**src/rtl/sensor_link_pkg.sv**
```systemverilog
// ============================================================================
// Module      : sensor_link_pkg
// Description : Shared definitions for the polled UART sensor link: responder
//               state encodings, CRC-8 polynomial, node addressing limits and
//               the default alarm data code. Used by both the sensor-node
//               responder and the polling master's CRC checker.
// Revision    : 1.0 - initial release
// ============================================================================
`default_nettype none

package sensor_link_pkg;

  // Responder state encodings (3-bit)
  localparam logic [2:0] ST_IDLE       = 3'd0;
  localparam logic [2:0] ST_DECODE     = 3'd1;
  localparam logic [2:0] ST_TURNAROUND = 3'd2;
  localparam logic [2:0] ST_SEND_DATA  = 3'd3;
  localparam logic [2:0] ST_WAIT_DATA  = 3'd4;
  localparam logic [2:0] ST_SEND_CRC   = 3'd5;
  localparam logic [2:0] ST_WAIT_CRC   = 3'd6;

  // CRC-8: x^8+x^2+x+1, init 0, MSB-first, no reflection, no final XOR
  localparam logic [7:0] CRC_POLY = 8'h07;

  // Addressing: id 0 is broadcast, nodes are 1..MAX_NODE_ID
  localparam logic [2:0] BROADCAST_ID = 3'd0;
  localparam logic [2:0] MAX_NODE_ID  = 3'd5;

  localparam logic [7:0] DEFAULT_ALARM_CODE = 8'hFE;

endpackage

`default_nettype wire

```
**src/rtl/crc8_gen.sv**
```systemverilog
// ============================================================================
// Module      : crc8_gen
// Description : Combinational CRC-8 over a single byte, 8-step unrolled shift.
// Ports       : data_i [7:0] - byte to protect
//               crc_o  [7:0] - CRC-8 of data_i
// Revision    : 1.0 - initial release
// ============================================================================
`default_nettype none

module crc8_gen
  import sensor_link_pkg::*;
(
  input  logic [7:0] data_i,
  output logic [7:0] crc_o
);

  logic [7:0] crc;

  // With init 0 the data byte simply seeds the register before shifting.
  always_comb begin
    crc = data_i;
    for (int i = 0; i < 8; i++) begin
      crc = crc[7] ? ({crc[6:0], 1'b0} ^ CRC_POLY) : {crc[6:0], 1'b0};
    end
    crc_o = crc;
  end

endmodule

`default_nettype wire

```
**src/rtl/uart.sv**
```systemverilog
// ============================================================================
// Module      : uart
// Description : 8N1 UART byte framer. Transmitter starts on wr_en when idle;
//               receiver holds the last byte in dout with rdy set until
//               rdy_clr (a new byte completing in the same cycle wins).
// Ports       : clock, resetn      - clock, async active-low reset
//               din, wr_en         - byte to send, one-cycle start strobe
//               tx, tx_busy        - serial out (idles high), frame in flight
//               rx                 - serial in
//               rdy, rdy_clr, dout - received byte valid, clear, byte
// Revision    : 1.0 - initial release
// ============================================================================
`default_nettype none

module uart #(
  parameter int unsigned CLKS_PER_BIT = 434
) (
  input  logic       clock,
  input  logic       resetn,
  input  logic [7:0] din,
  input  logic       wr_en,
  output logic       tx,
  output logic       tx_busy,
  input  logic       rx,
  output logic       rdy,
  input  logic       rdy_clr,
  output logic [7:0] dout
);

  localparam int unsigned   CW       = $clog2(CLKS_PER_BIT + 1);
  localparam logic [CW-1:0] BIT_LAST = CW'(CLKS_PER_BIT - 1);
  localparam logic [CW-1:0] BIT_HALF = CW'(CLKS_PER_BIT / 2);

  // Transmitter: shift register holds {stop, data, start}, LSB on the line.
  logic [9:0]    tx_shift_q;
  logic [CW-1:0] tx_cnt_q;
  logic [3:0]    tx_bit_q;
  logic          tx_busy_q;

  always_ff @(posedge clock or negedge resetn) begin
    if (!resetn) begin
      tx_shift_q <= '1;
      tx_cnt_q   <= '0;
      tx_bit_q   <= '0;
      tx_busy_q  <= 1'b0;
    end else if (!tx_busy_q) begin
      if (wr_en) begin
        tx_shift_q <= {1'b1, din, 1'b0};
        tx_cnt_q   <= '0;
        tx_bit_q   <= '0;
        tx_busy_q  <= 1'b1;
      end
    end else if (tx_cnt_q != BIT_LAST) begin
      tx_cnt_q <= tx_cnt_q + 1'b1;
    end else begin
      tx_cnt_q <= '0;
      if (tx_bit_q == 4'd9) begin
        tx_busy_q <= 1'b0;
      end else begin
        tx_bit_q   <= tx_bit_q + 4'd1;
        tx_shift_q <= {1'b1, tx_shift_q[9:1]};
      end
    end
  end

  assign tx      = tx_busy_q ? tx_shift_q[0] : 1'b1;
  assign tx_busy = tx_busy_q;

  // Receiver: bit 0 is the start bit sampled mid-bit; a high sample there is
  // treated as a glitch and the frame is dropped.
  logic          rx_meta_q, rx_sync_q, rx_act_q, rdy_q;
  logic [CW-1:0] rx_cnt_q;
  logic [3:0]    rx_bit_q;
  logic [7:0]    rx_shift_q, dout_q;

  always_ff @(posedge clock or negedge resetn) begin
    if (!resetn) begin
      rx_meta_q  <= 1'b1;
      rx_sync_q  <= 1'b1;
      rx_act_q   <= 1'b0;
      rx_cnt_q   <= '0;
      rx_bit_q   <= '0;
      rx_shift_q <= '0;
      dout_q     <= '0;
      rdy_q      <= 1'b0;
    end else begin
      rx_meta_q <= rx;
      rx_sync_q <= rx_meta_q;
      if (rdy_clr) rdy_q <= 1'b0;
      if (!rx_act_q) begin
        if (!rx_sync_q) begin
          rx_act_q <= 1'b1;
          rx_cnt_q <= BIT_HALF;
          rx_bit_q <= '0;
        end
      end else if (rx_cnt_q != BIT_LAST) begin
        rx_cnt_q <= rx_cnt_q + 1'b1;
      end else begin
        rx_cnt_q <= '0;
        rx_bit_q <= rx_bit_q + 4'd1;
        if (rx_bit_q == 4'd0) begin
          if (rx_sync_q) rx_act_q <= 1'b0;
        end else if (rx_bit_q == 4'd9) begin
          rx_act_q <= 1'b0;
          if (rx_sync_q) begin
            dout_q <= rx_shift_q;
            rdy_q  <= 1'b1;
          end
        end else begin
          rx_shift_q <= {rx_sync_q, rx_shift_q[7:1]};
        end
      end
    end
  end

  assign rdy  = rdy_q;
  assign dout = dout_q;

endmodule

`default_nettype wire

```
**src/rtl/sensor_responder.sv**
```systemverilog
// ============================================================================
// Module      : sensor_responder
// Description : Sensor-node end of the polled UART link. Decodes a one-byte
//               select frame; when addressed, replies with {data, CRC-8}, or
//               {ALARM_CODE, ~CRC-8} when the alarm latch is set.
// Ports       : clock, resetn             - clock, async active-low reset
//               rx, tx                    - UART from / to the master
//               sensor_data, sensor_valid - sample and capture strobe
//               alarm_in                  - sets the alarm latch
//               busy, alarm_pending       - not IDLE, alarm latch value
//               poll_count, alarm_count   - completed / alarm frame counters
//                                           (only with SENSOR_RESPONDER_STATS_EN)
// Options     : `define SENSOR_RESPONDER_STATS_EN adds the frame counters.
// Revision    : 1.0 - initial release
// ============================================================================
`default_nettype none

module sensor_responder
  import sensor_link_pkg::*;
#(
  parameter logic [2:0]  NODE_ID      = 3'd1,
  parameter logic [7:0]  ALARM_CODE   = DEFAULT_ALARM_CODE,
  parameter int unsigned TURNAROUND   = 16,
  parameter int unsigned CLKS_PER_BIT = 434
) (
  input  logic        clock,
  input  logic        resetn,
  input  logic        rx,
  output logic        tx,
  input  logic [7:0]  sensor_data,
  input  logic        sensor_valid,
  input  logic        alarm_in,
  output logic        busy,
  output logic        alarm_pending
`ifdef SENSOR_RESPONDER_STATS_EN
  ,
  output logic [15:0] poll_count,
  output logic [15:0] alarm_count
`endif
);

  // Counter reloads to TURNAROUND-1 and exits at zero: TURNAROUND cycles.
  localparam logic [15:0] TAT_LOAD = 16'(TURNAROUND - 1);

  logic [2:0]  state_q, state_d;
  logic [2:0]  id_q;
  logic [7:0]  sample_q, data_q, crc_q;
  logic        alarm_q, alarm_frame_q, busy_seen_q;
  logic [15:0] tat_q;

  logic        uart_rdy, uart_rdy_clr, uart_wr_en, uart_tx_busy;
  logic [7:0]  uart_dout, uart_din;
  logic [7:0]  frame_data, frame_crc;
  logic        alarm_clr;
  logic        unused_sel_hi;

  uart #(
    .CLKS_PER_BIT(CLKS_PER_BIT)
  ) u_uart (
    .clock  (clock),
    .resetn (resetn),
    .din    (uart_din),
    .wr_en  (uart_wr_en),
    .tx     (tx),
    .tx_busy(uart_tx_busy),
    .rx     (rx),
    .rdy    (uart_rdy),
    .rdy_clr(uart_rdy_clr),
    .dout   (uart_dout)
  );

  // Upper select bits carry no meaning on this link.
  assign unused_sel_hi = ^uart_dout[7:3];

  assign frame_data = alarm_q ? ALARM_CODE : sample_q;

  crc8_gen u_crc (
    .data_i(frame_data),
    .crc_o (frame_crc)
  );

  // State register
  always_ff @(posedge clock or negedge resetn) begin
    if (!resetn) state_q <= ST_IDLE;
    else         state_q <= state_d;
  end

  // Next-state logic. WAIT_* leave only after tx_busy has been seen high and
  // then low, so the uart's one-cycle start latency cannot cause a false exit.
  always_comb begin
    state_d = state_q;
    case (state_q)
      ST_IDLE:       if (uart_rdy) state_d = ST_DECODE;
      ST_DECODE:     state_d = (id_q == NODE_ID) ? ST_TURNAROUND : ST_IDLE;
      ST_TURNAROUND: if (tat_q == 16'd0) state_d = ST_SEND_DATA;
      ST_SEND_DATA:  if (!uart_tx_busy) state_d = ST_WAIT_DATA;
      ST_WAIT_DATA:  if (busy_seen_q && !uart_tx_busy) state_d = ST_SEND_CRC;
      ST_SEND_CRC:   state_d = ST_WAIT_CRC;
      ST_WAIT_CRC:   if (busy_seen_q && !uart_tx_busy) state_d = ST_IDLE;
      default:       state_d = ST_IDLE;
    endcase
  end

  // Outputs
  always_comb begin
    uart_rdy_clr = (state_q == ST_IDLE) && uart_rdy;
    uart_wr_en   = ((state_q == ST_SEND_DATA) && !uart_tx_busy) ||
                   (state_q == ST_SEND_CRC);
    uart_din     = (state_q == ST_SEND_CRC) ? crc_q : data_q;
    busy         = (state_q != ST_IDLE);
    alarm_clr    = ((state_q == ST_SEND_CRC) && alarm_frame_q) ||
                   ((state_q == ST_DECODE) && (id_q == BROADCAST_ID));
  end

  // Datapath
  always_ff @(posedge clock or negedge resetn) begin
    if (!resetn) begin
      id_q          <= '0;
      sample_q      <= '0;
      data_q        <= '0;
      crc_q         <= '0;
      alarm_frame_q <= 1'b0;
      alarm_q       <= 1'b0;
      busy_seen_q   <= 1'b0;
      tat_q         <= '0;
    end else begin
      if (sensor_valid) sample_q <= sensor_data;
      // Set has priority over a coincident clear.
      alarm_q <= alarm_in | (alarm_q & ~alarm_clr);
      if (uart_rdy_clr) id_q <= uart_dout[2:0];
      if ((state_q == ST_DECODE) && (id_q == NODE_ID)) begin
        data_q        <= frame_data;
        crc_q         <= alarm_q ? ~frame_crc : frame_crc;
        alarm_frame_q <= alarm_q;
        tat_q         <= TAT_LOAD;
      end else if ((state_q == ST_TURNAROUND) && (tat_q != 16'd0)) begin
        tat_q <= tat_q - 16'd1;
      end
      if ((state_q == ST_WAIT_DATA) || (state_q == ST_WAIT_CRC))
        busy_seen_q <= busy_seen_q | uart_tx_busy;
      else
        busy_seen_q <= 1'b0;
    end
  end

  assign alarm_pending = alarm_q;

`ifdef SENSOR_RESPONDER_STATS_EN
  logic [15:0] poll_count_q, alarm_count_q;
  logic        frame_done;

  assign frame_done = (state_q == ST_WAIT_CRC) && (state_d == ST_IDLE);

  always_ff @(posedge clock or negedge resetn) begin
    if (!resetn) begin
      poll_count_q  <= '0;
      alarm_count_q <= '0;
    end else if (frame_done) begin
      poll_count_q <= poll_count_q + 16'd1;
      if (alarm_frame_q) alarm_count_q <= alarm_count_q + 16'd1;
    end
  end

  assign poll_count  = poll_count_q;
  assign alarm_count = alarm_count_q;
`endif

endmodule

`default_nettype wire
```
**config.mk**
```make
export PLATFORM = sky130hd
export DESIGN_NAME = sensor_responder
export DESIGN_NICKNAME = d
export VERILOG_FILES = /design/src/rtl/sensor_link_pkg.sv /design/src/rtl/crc8_gen.sv /design/src/rtl/uart.sv /design/src/rtl/sensor_responder.sv
export SDC_FILE = /design/constraint.sdc
export NUM_CORES = 1
export LEC_CHECK = 0
export ABC_CLOCK_PERIOD_IN_PS = 3300
export BUFFER_PORTS_ARGS = -buffer_cell sky130_fd_sc_hd__buf_4
export CAP_MARGIN = 20
export CORE_UTILIZATION = 55
export CTS_BUF_LIST = sky130_fd_sc_hd__clkbuf_4 sky130_fd_sc_hd__clkbuf_8
export CTS_CLUSTER_SIZE = 40
export DETAILED_ROUTE_END_ITERATION = 8
export PLACE_DENSITY = 0.8
export SYNTH_ARGS = -nofsm -noshare
export SYNTH_HDL_FRONTEND = slang
export SYNTH_HIERARCHICAL = 1
export SYNTH_SLANG_ARGS = --single-unit
```
**constraint.sdc**
```tcl
create_clock -name clock -period 3.3 [get_ports clock]
set_clock_uncertainty 0.1 [all_clocks]
set_input_delay 0.825 -clock clock [delete_from_list [all_inputs] [get_ports clock]]
set_output_delay 0.825 -clock clock [all_outputs]
set_load 0.01 [all_outputs]
```
==> Word-level counts from Yosys, hierarchy flattened <==
Index checks and enable logic that the tools add are counted.
{ "totals": {"output_inout_bits": 3, "in_bits": 13, "regBits": 101, "wordCells": 140} }
{ "classes": {"bitwise": 16, "reduce_logical": 24, "eq_ne": 20, "addsub": 5, "n_mux": 54} }
{ "op_table": {"columns": ["op", "n"], "rows": [
  ["two-way mux 9 bit", 6],
  ["two-way mux 10 bit", 4],
  ["two-way mux 3 bit", 13],
  ["two-way mux 16 bit", 2],
  ["two-way mux 4 bit", 7],
  ["two-way mux 8 bit", 3],
  ["NOT 3 bit", 8],
  ["one-hot mux 3 bit (7 select lines)", 1],
  ["adder 9 x 1 -> 9 bit (second input constant)", 2],
  ["!= test 9 bit (second input constant)", 2],
  ["two-way mux 1 bit", 17],
  ["logical NOT 16 bit", 1],
  ["!= test 2 bit (second input constant)", 8],
  ["nonzero test 16 bit", 1],
  ["subtractor 16 x 1 -> 16 bit (second input constant)", 1],
  ["AND reduction 5 bit", 2],
  ["equality test 3 bit (second input constant)", 3],
  ["adder 4 x 1 -> 4 bit (second input constant)", 2],
  ["equality test 4 bit (second input constant)", 2],
  ["NOT 8 bit", 1],
  ["logical AND 1 bit", 7],
  ["equality test 3 x 1 -> 1 bit (second input constant)", 2],
  ["equality test 3 x 2 -> 1 bit (second input constant)", 2],
  ["logical NOT 3 bit", 2],
  ["other kinds (13)", 20]
]} }

==> Logic depth before layout (Yosys ltp) <==
Gate-level depths: netlist of run 1.
{ "logic_depth": {"ltp_word": 19, "mapped_depth": 9, "mapped_depth_nobuf": 7} }

==> Modules after synthesis <==
The synthesis of run 1 kept the hierarchy.
{ "modules_own_cells": {"columns": ["module", "seq_area_each_um2", "area_per_inst_um2", "cells_each", "instances"], "rows": [
  ["uart", 1415.1, 2763.9, 253, 1],
  ["sensor_responder", 1226.2, 2549.9, 234, 1],
  ["crc8_gen", 0.0, 128.9, 13, 1]
]} }

==> Worst setup path before layout of run 1 <==
OpenSTA, ideal clock, no wires.
{ "synth_timing": {"path_type": "reg-to-reg", "startpoint": "reg state_q[2]", "endpoint": "reg u_uart.tx_shift_q[1]", "period_less_slack_ns": 2.212, "stages_incl_launch_ff": 10, "setup_time_ns": 0.080, "t_arrival_ns": 2.032, "required_time_ns": 3.120, "path_buffers": 2, "setup_slack_ns": 1.088, "cell_sequence": "dfrtp_1 > clkbuf_1 > nand2b_1 > nor2_1 > o21a_1 > nor2_1 > a21oi_1 > and2_1 > clkbuf_1 > o221a_2"} }
{ "synth_between": {"elab_chain_len": 5, "word_cells_on_any_way": 9, "cone_classes": "eq/ne (2); mux (3); reduce/logical (4)"} }
{ "synth_lines": {"columns": ["element", "line", "source"], "rows": [
  ["start: declaration", "sensor_responder.sv:45", "logic [2:0] state_q, state_d;"],
  ["start signal: assignment", "sensor_responder.sv:85", "else state_q <= state_d;"],
  ["equality test 3 x 2 -> 1 bit", "sensor_responder.sv:107", "uart_wr_en = ((state_q == ST_SEND_DATA) && !uart_tx_busy) ||"],
  ["logical AND 1 bit", "sensor_responder.sv:107", null],
  ["logical OR 1 bit *", "sensor_responder.sv:107", null],
  ["via uart_wr_en", "sensor_responder.sv:51", "logic uart_rdy, uart_rdy_clr, uart_wr_en, uart_tx_busy;"],
  ["nonzero test 2 bit (no line) *", null, null],
  ["AND reduction 3 bit (no line) *", null, null],
  ["end signal: assignment", "uart.sv:48", "tx_shift_q <= {1'b1, din, 1'b0};"],
  ["end signal: assignment", "uart.sv:61", "tx_shift_q <= {1'b1, tx_shift_q[9:1]};"],
  ["end: declaration", "uart.sv:35", "logic [9:0] tx_shift_q;"]
]} }
Mark *: on every way through the listed nets, which the timed path passes. The rest lies on a longest branch. The select of a mux whose other input is x is not followed.
A chain may end at the register's enable or synchronous reset.

==> Worst setup path in the final report of run 1 <==
{ "layout_timing": {"startpoint": "reg u_uart.rx_act_q", "endpoint": "reg u_uart.dout_q[0], in the netlist u_uart/dout[0]"} }
{ "layout_between": {"elab_chain_len": 1} }
{ "layout_lines": {"columns": ["element", "line", "source"], "rows": [
  ["start: declaration", "uart.sv:71", "logic rx_meta_q, rx_sync_q, rx_act_q, rdy_q;"],
  ["start signal: assignment", "uart.sv:80", "rx_act_q <= 1'b0;"],
  ["start signal: assignment", "uart.sv:92", "rx_act_q <= 1'b1;"],
  ["start signal: assignment", "uart.sv:102", "if (rx_sync_q) rx_act_q <= 1'b0;"],
  ["AND reduction 5 bit (no line)", null, null],
  ["end signal: assignment", "uart.sv:106", "dout_q <= rx_shift_q;"],
  ["end: declaration", "uart.sv:74", "logic [7:0] rx_shift_q, dout_q;"]
]} }
Every way passes these cells.

==> flow_summary_export.csv, run 1 <==
group,metric,value,unit
clock_network,cts.clk_slew.worst_paths,80,ps
pwr,irDropWorstVdd,0.000367,V
hold_path,min_path_type,"reg -> reg",
global_route,grt.overflow.total,0,
clock_network,cts.sinks,100,
sta,totalNegativeSetupSlack,0,ps
yosys,synthesis.area,5260,um2
floorplan,die-width,99.8,um
cells_and_area,antenna_cells,0,
clock_network,postCtsSetupRepairBufs,0,
sta,fmax,0.409,GHz
clock_network,cts-htree-levels,3,
sta,period_minus_slack,2450,ps
yosys,syn_nets,513,
sta,tightestPinTransition,751,ps
placed_design,globalplace.congestion,0.810,
cells_and_area,final_layout_size_suffix_gt1_frac,0.231,
cells_and_area,nets,524,
clock_network,clock_latency,370,ps
worst_setup_path,slowest_stage,"or4b_2",
global_route,grt_max_degree,52,
clock_network,cts-root-buf,"clkbuf_8",
placed_design,place_hpwl,6800,um
clock_network,clock_path_buffers,2,
global_route,grt_pass1_vias,3594,
yosys,ys_warn_count,6,
clock_network,cts_hold_buf,0,
clock_network,tritoncts,"done",
routing,drt_first_pass_iters,4,
cells_and_area,final_cell_area,5750,um2
cells_and_area,syn_to_final_growth,9.25,%
pwr,p_per_area,398,nW/um2
sta,hold_violations,0,
worst_setup_path,cp.arrival,2600,ps
sta,fin_crit_sh,0.741,
cells_and_area,fin_util,0.622,
sta,slew_viol_final,0,
flow_run,max_cap_viol_count,0,
clock_network,cts_resized,0,
floorplan,fp.coreArea,9240,um2
floorplan,num_rows,35,
placed_design,dp_worst_setup_slack,873,ps
worst_setup_path,crit_buf_inv,1,
worst_setup_path,path_delay_family,"simple AND/OR/NAND/NOR gates",
sta,report.final.setup_viol,0,
floorplan,initial_utilization,0.569,
routing,vias,3717,
routing,drt_iter0_drc,141,
floorplan,die_height,99.8,um
sta,relSlewSlack,0.495,
yosys,syn_inst,490,
global_route,grt_pass1_wl,16900,um
worst_setup_path,critical-path-max-stage-delay,770,ps
worst_setup_path,path_class,"reg -> reg",
routing,avgRoutedWirePerCell,15.7,um
floorplan,ios,16,
pwr,power.leakage,2.49,nW
global_route,antenna_found_initial,0,
placed_design,placed_area,5480,um2
pwr,p_total,2.29,mW
worst_setup_path,crit_required,3450,ps
routing,viasPerCell,5.85,
routing,postRouteAntennaNets,0,
worst_setup_path,critPathCaptureType,"flop",
clock_network,numCtsBuffers,9,
global_route,grtUsageTotal,0.216,
worst_setup_path,crit_path_start_kind,"flop",
run_status,outcome,"completed",
yosys,avgSynthCellArea,10.7,um2
worst_setup_path,path_max_fanout,19,
sta,rsz0062_at_grt,"false",
routing,drt-total-wl,9940,um
placed_design,port_buffers,15,
worst_setup_path,cp_cell_sequence,"inv_1, or4b_2, nor2_4, mux2_2",
routing,post-route-drc-count,0,
floorplan,die-area,9960,um2
sta,fin_ws,854,ps
==> placed cells by master, fill, tap and decap left out, drive strengths merged, types with 9 or more instances in the layout <==
cell,count
nand2,46
nor2,19
nor4,10
nand4,9
buf,21
clkbuf,13
o21ai,32
inv,14
nand2b,13
or3,9
a21oi,15
mux2,39
ha,10
xnor2,21
dfstp,11
nand3,13
dfrtp,89
or2,10
==> power by group <==
| group | internal (mW) | switching (mW) |
|---|---|---|
| Combinational | 0.0214 | 0.0294 |
| Clock | 0.587 | 0.407 |
| Sequential | 1.24 | 0.00717 |
==> final timing paths <==
kind	depth (start not counted)	startpoint	slack [ps]	end
max	4	u_uart/rx_act_q	850	u_uart/dout[0]
min	0	u_uart/rx_meta_q	260	u_uart/rx_sync_q
max reg2reg	4	u_uart/rx_act_q	850	u_uart/dout[0]
min reg2reg	0	u_uart/rx_meta_q	260	u_uart/rx_sync_q
max in group asynchronous	2	resetn	1980	u_uart/rx_meta_q
min in group asynchronous	1	resetn	380	tat_q[9]
==> layout make-up <==
| cell class | instances | area, um2 |
|---|---|---|
| clock buffer | 13 | 179 |
| fill | 738 | 3490 |
| clock inverter | 3 | 90.1 |
| sequential | 100 | 2520 |
| multi-input combinational | 355 | 2580 |
| timing repair buffer | 21 | 170 |
| tap | 129 | 161 |
| inverter | 14 | 52.6 |
==> registers in the layout (all words and copies together), names as in the netlist, 3 cells and up <==
signal	count
tat_q	16
u_uart/rx_cnt_q	9
u_uart/tx_cnt_q	9
u_uart/tx_shift_q	9
crc_q	8
data_q	8
sample_q	8
u_uart/rx_shift_q	8
u_uart/rx_bit_q	4
u_uart/tx_bit_q	4
id_q	3
state_q	3
u_uart/dout	3
==> layer usage <==
metal,part of all wire,wire length (um),vias to the layer above,global-route usage
li1,-,-,1799,-
met1,0.47,4640,1858,0.287
met2,0.49,4910,47,0.349
met3,0.025,248,13,0.0453
met4,0.015,145,0,0.0848
met5,0,0,-,0
==> metrics by stage <==
stage,cells,hold slack [ps]
5_1_grt,635,268
2_1_floorplan,490,245
3_5_place_dp,619,249
4_1_cts,635,265
3_3_place_gp,619,246
6_report,635,261
No activity file was read; power rests on OpenSTA's default activity.
==> run 2, diff against run 1 <==
--- a/config.mk
+++ b/config.mk
@@ -5,7 +5,7 @@
 export SDC_FILE = /design/constraint.sdc
 export NUM_CORES = 1
 export LEC_CHECK = 0
-export ABC_CLOCK_PERIOD_IN_PS = 3300
+export ABC_CLOCK_PERIOD_IN_PS = 2300
 export BUFFER_PORTS_ARGS = -buffer_cell sky130_fd_sc_hd__buf_4
 export CAP_MARGIN = 20
 export CORE_UTILIZATION = 55
==> constraint.sdc (replaced) <==
create_clock -name clock -period 2.3 [get_ports clock]
set_clock_uncertainty 0.1 [all_clocks]
set_input_delay 0.575 -clock clock [delete_from_list [all_inputs] [get_ports clock]]
set_output_delay 0.575 -clock clock [all_outputs]
set_load 0.01 [all_outputs]
==> run 2 against run 1 <==
  * Sequential share of layout area shrank 0.81 points
  * Worst hold slack lost 200 ps
  * Final cell count grew 2.7%
  * Power grew 36%
  * Die area is the same
  * Critical path depth shrank 1
  * First-iteration DRC count shrank 2.1%
  * Via count grew 1.3%
  * Sequential power grew 44%
  * Utilization grew 1.2 points
  * Design area grew 1.9%
  * Clock power grew 26%
==> flow_summary_export.csv, run 2 (synthesis results as in run 1) <==
group,metric,value,unit
run_status,outcome,"completed",
worst_setup_path,path_class,"reg -> out",
global_route,grt_max_degree,40,
pwr,p_seq_frac,0.573,
floorplan,die-width,99.8,um
cells_and_area,fillers,710,
pwr,irDropWorstVdd,0.000513,V
worst_setup_path,slowest_stage,"dfrtp_2",
hold_path,min_path_type,"in -> async",
cells_and_area,antenna_cells,0,
pwr,p_per_area,531,nW/um2
global_route,grt_pass1_vias,3700,
placed_design,placed_area,5610,um2
pwr,combPwrFrac,0.027,
clock_network,cts-root-buf,"clkbuf_8",
clock_network,cts-htree-levels,3,
sta,tightestPinTransition,538,ps
global_route,grtUsageTotal,0.225,
routing,drt_first_pass_iters,4,
worst_setup_path,r2r_slack,130,ps
pwr,intPower,2.43,mW
worst_setup_path,critPathCaptureType,"primary output",
worst_setup_path,cp_num_cells,3,
sta,hold_violations,0,
flow_run,max_cap_viol_count,0,
clock_network,clock_path_buffers,2,
routing,postRouteAntennaNets,0,
cells_and_area,nets,541,
worst_setup_path,regToRegEndpoint,"u_uart/rx_shift_q[6]",
clock_network,tritoncts,"done",
sta,totalNegativeSetupSlack,0,ps
pwr,p_switching,0.685,mW
worst_setup_path,crit_path_start_kind,"flop",
cells_and_area,final_cell_area,5860,um2
worst_setup_path,crit_top_cell,"buf_4",
floorplan,die_height,99.8,um
worst_setup_path,critical-path-max-stage-delay,460,ps
worst_setup_path,ff2ff_path_depth,5,
worst_setup_path,endpoint,"busy",
pwr,pwr-share-clk,0.400,
placed_design,place_hpwl,7240,um
floorplan,ios,16,
worst_setup_path,cp.arrival,1560,ps
worst_setup_path,critPathLaunch,"state_q[0]",
routing,drt-total-wl,10300,um
clock_network,cts.clk_slew.worst_paths,100,ps
floorplan,initial_utilization,0.569,
worst_setup_path,cp_cell_sequence,"buf_4, or3_1, buf_4",
cells_and_area,syn_to_final_growth,11.4,%
sta,slew_viol_final,0,
routing,drt_iter0_drc,138,
cells_and_area,final_layout_size_suffix_gt1_frac,0.260,
sta,relSlewSlack,0.641,
clock_network,cts_hold_buf,0,
placed_design,port_buffers,15,
floorplan,num_rows,35,
routing,vias,3767,
placed_design,globalplace.congestion,0.844,
sta,fmax,0.448,GHz
cells_and_area,final_cell_mix,"dfrtp_1 (88), nand2_1 (46), mux2_2 (39), buf_4 (35), o21ai_0 (31)",
worst_setup_path,r2r_start,"u_uart/rx_cnt_q[3]",
global_route,antenna_found_initial,0,
worst_setup_path,crit_required,1620,ps
clock_network,cts.sinks,100,
pwr,p_sw_frac,0.220,
worst_setup_path,path_max_fanout,9,
global_route,grt_pass1_wl,17500,um
cells_and_area,final_common_cell,"dfrtp_1",
sta,rsz0062_at_grt,"false",
sta,fin_crit_sh,0.972,
global_route,grt.overflow.total,0,
cells_and_area,largest_reg_flops,16,
sta,report.final.setup_viol,0,
routing,avgRoutedWirePerCell,15.7,um
cells_and_area,regMostFlops,"tat_q",
routing,viasPerCell,5.78,
pwr,power.leakage,2.55,nW
routing,post-route-drc-count,0,
sta,period_minus_slack,2230,ps
worst_setup_path,path_delay_family,"flip-flops",
floorplan,die-area,9960,um2
clock_network,numCtsBuffers,9,
clock_network,clock_latency,390,ps
worst_setup_path,crit_buf_inv,2,
floorplan,fp.coreArea,9240,um2
[run 2: cell count changes in the layout (fill, tap and decap cells not counted), sizes merged]
cell,previous run,this run
buf,21,38
clkinvlp,0,2
clkinv,0,3
bufinv,3,2
clkbuf,13,9
[run 2: worst min path at each step]
stage | end
floorplan | alarm_frame_q
global placement | u_uart/rx_sync_q
detailed placement | u_uart/rx_sync_q
CTS | tat_q[7]
global route | tat_q[7]
finish | tat_q[7]
[run 2: through the flow]
stage | util | hold WS (ps) | setup slack, ps | total power, mW | std cells
5_1_grt | 0.634 | 96.5 | 17.1 | 3.23 | 652
6_report | 0.634 | 57.4 | 65.4 | 3.11 | 652
2_1_floorplan | - | 179 | 87.7 | 1.83 | 490
4_1_cts | 0.632 | 64.7 | 21.4 | 3.16 | 651
3_3_place_gp | 0.607 | 247 | 126 | 1.90 | 635
3_5_place_dp | 0.607 | 253 | 74.7 | 1.90 | 635
[run 2: power groups by stage]
stage / Clock [mW] / Combinational, mW / Sequential, mW
finish: 1.25 / 0.0832 / 1.78
global route: 1.34 / 0.0953 / 1.79
CTS: 1.29 / 0.0864 / 1.78
detailed placement: 0 / 0.0865 / 1.82
global placement: 0 / 0.0841 / 1.82
floorplan: 0 / 0.0211 / 1.81
[run 2: cell type report]
class / count / area (um2) / area share
well taps: 129 / 161 / 0.0275
repair buffers: 38 / 323 / 0.0551
flip-flops and latches: 100 / 2520 / 0.430
multi-input cells: 355 / 2580 / 0.440
clock inverters: 7 / 101 / 0.0173
inverters: 14 / 52.6 / 0.00897
clock buffers: 9 / 124 / 0.0211
[run 2: metal layers]
metal,share of wire,up-vias,wire length (um),global-route usage
met3,0.029,15,300,0.0460
met1,0.46,1861,4760,0.293
met4,0.017,0,171,0.0837
met2,0.49,59,5030,0.372
met5,0,-,0,0
li1,-,1832,-,-
[run 2: what timing repair did]
| item | 4_1_cts | 5_1_grt |
|---|---|---|
| endpoints found under the setup margin | 0 | 10 |
| resized for setup | 0 | 2 |
| buffers inserted | 0 | 1 |
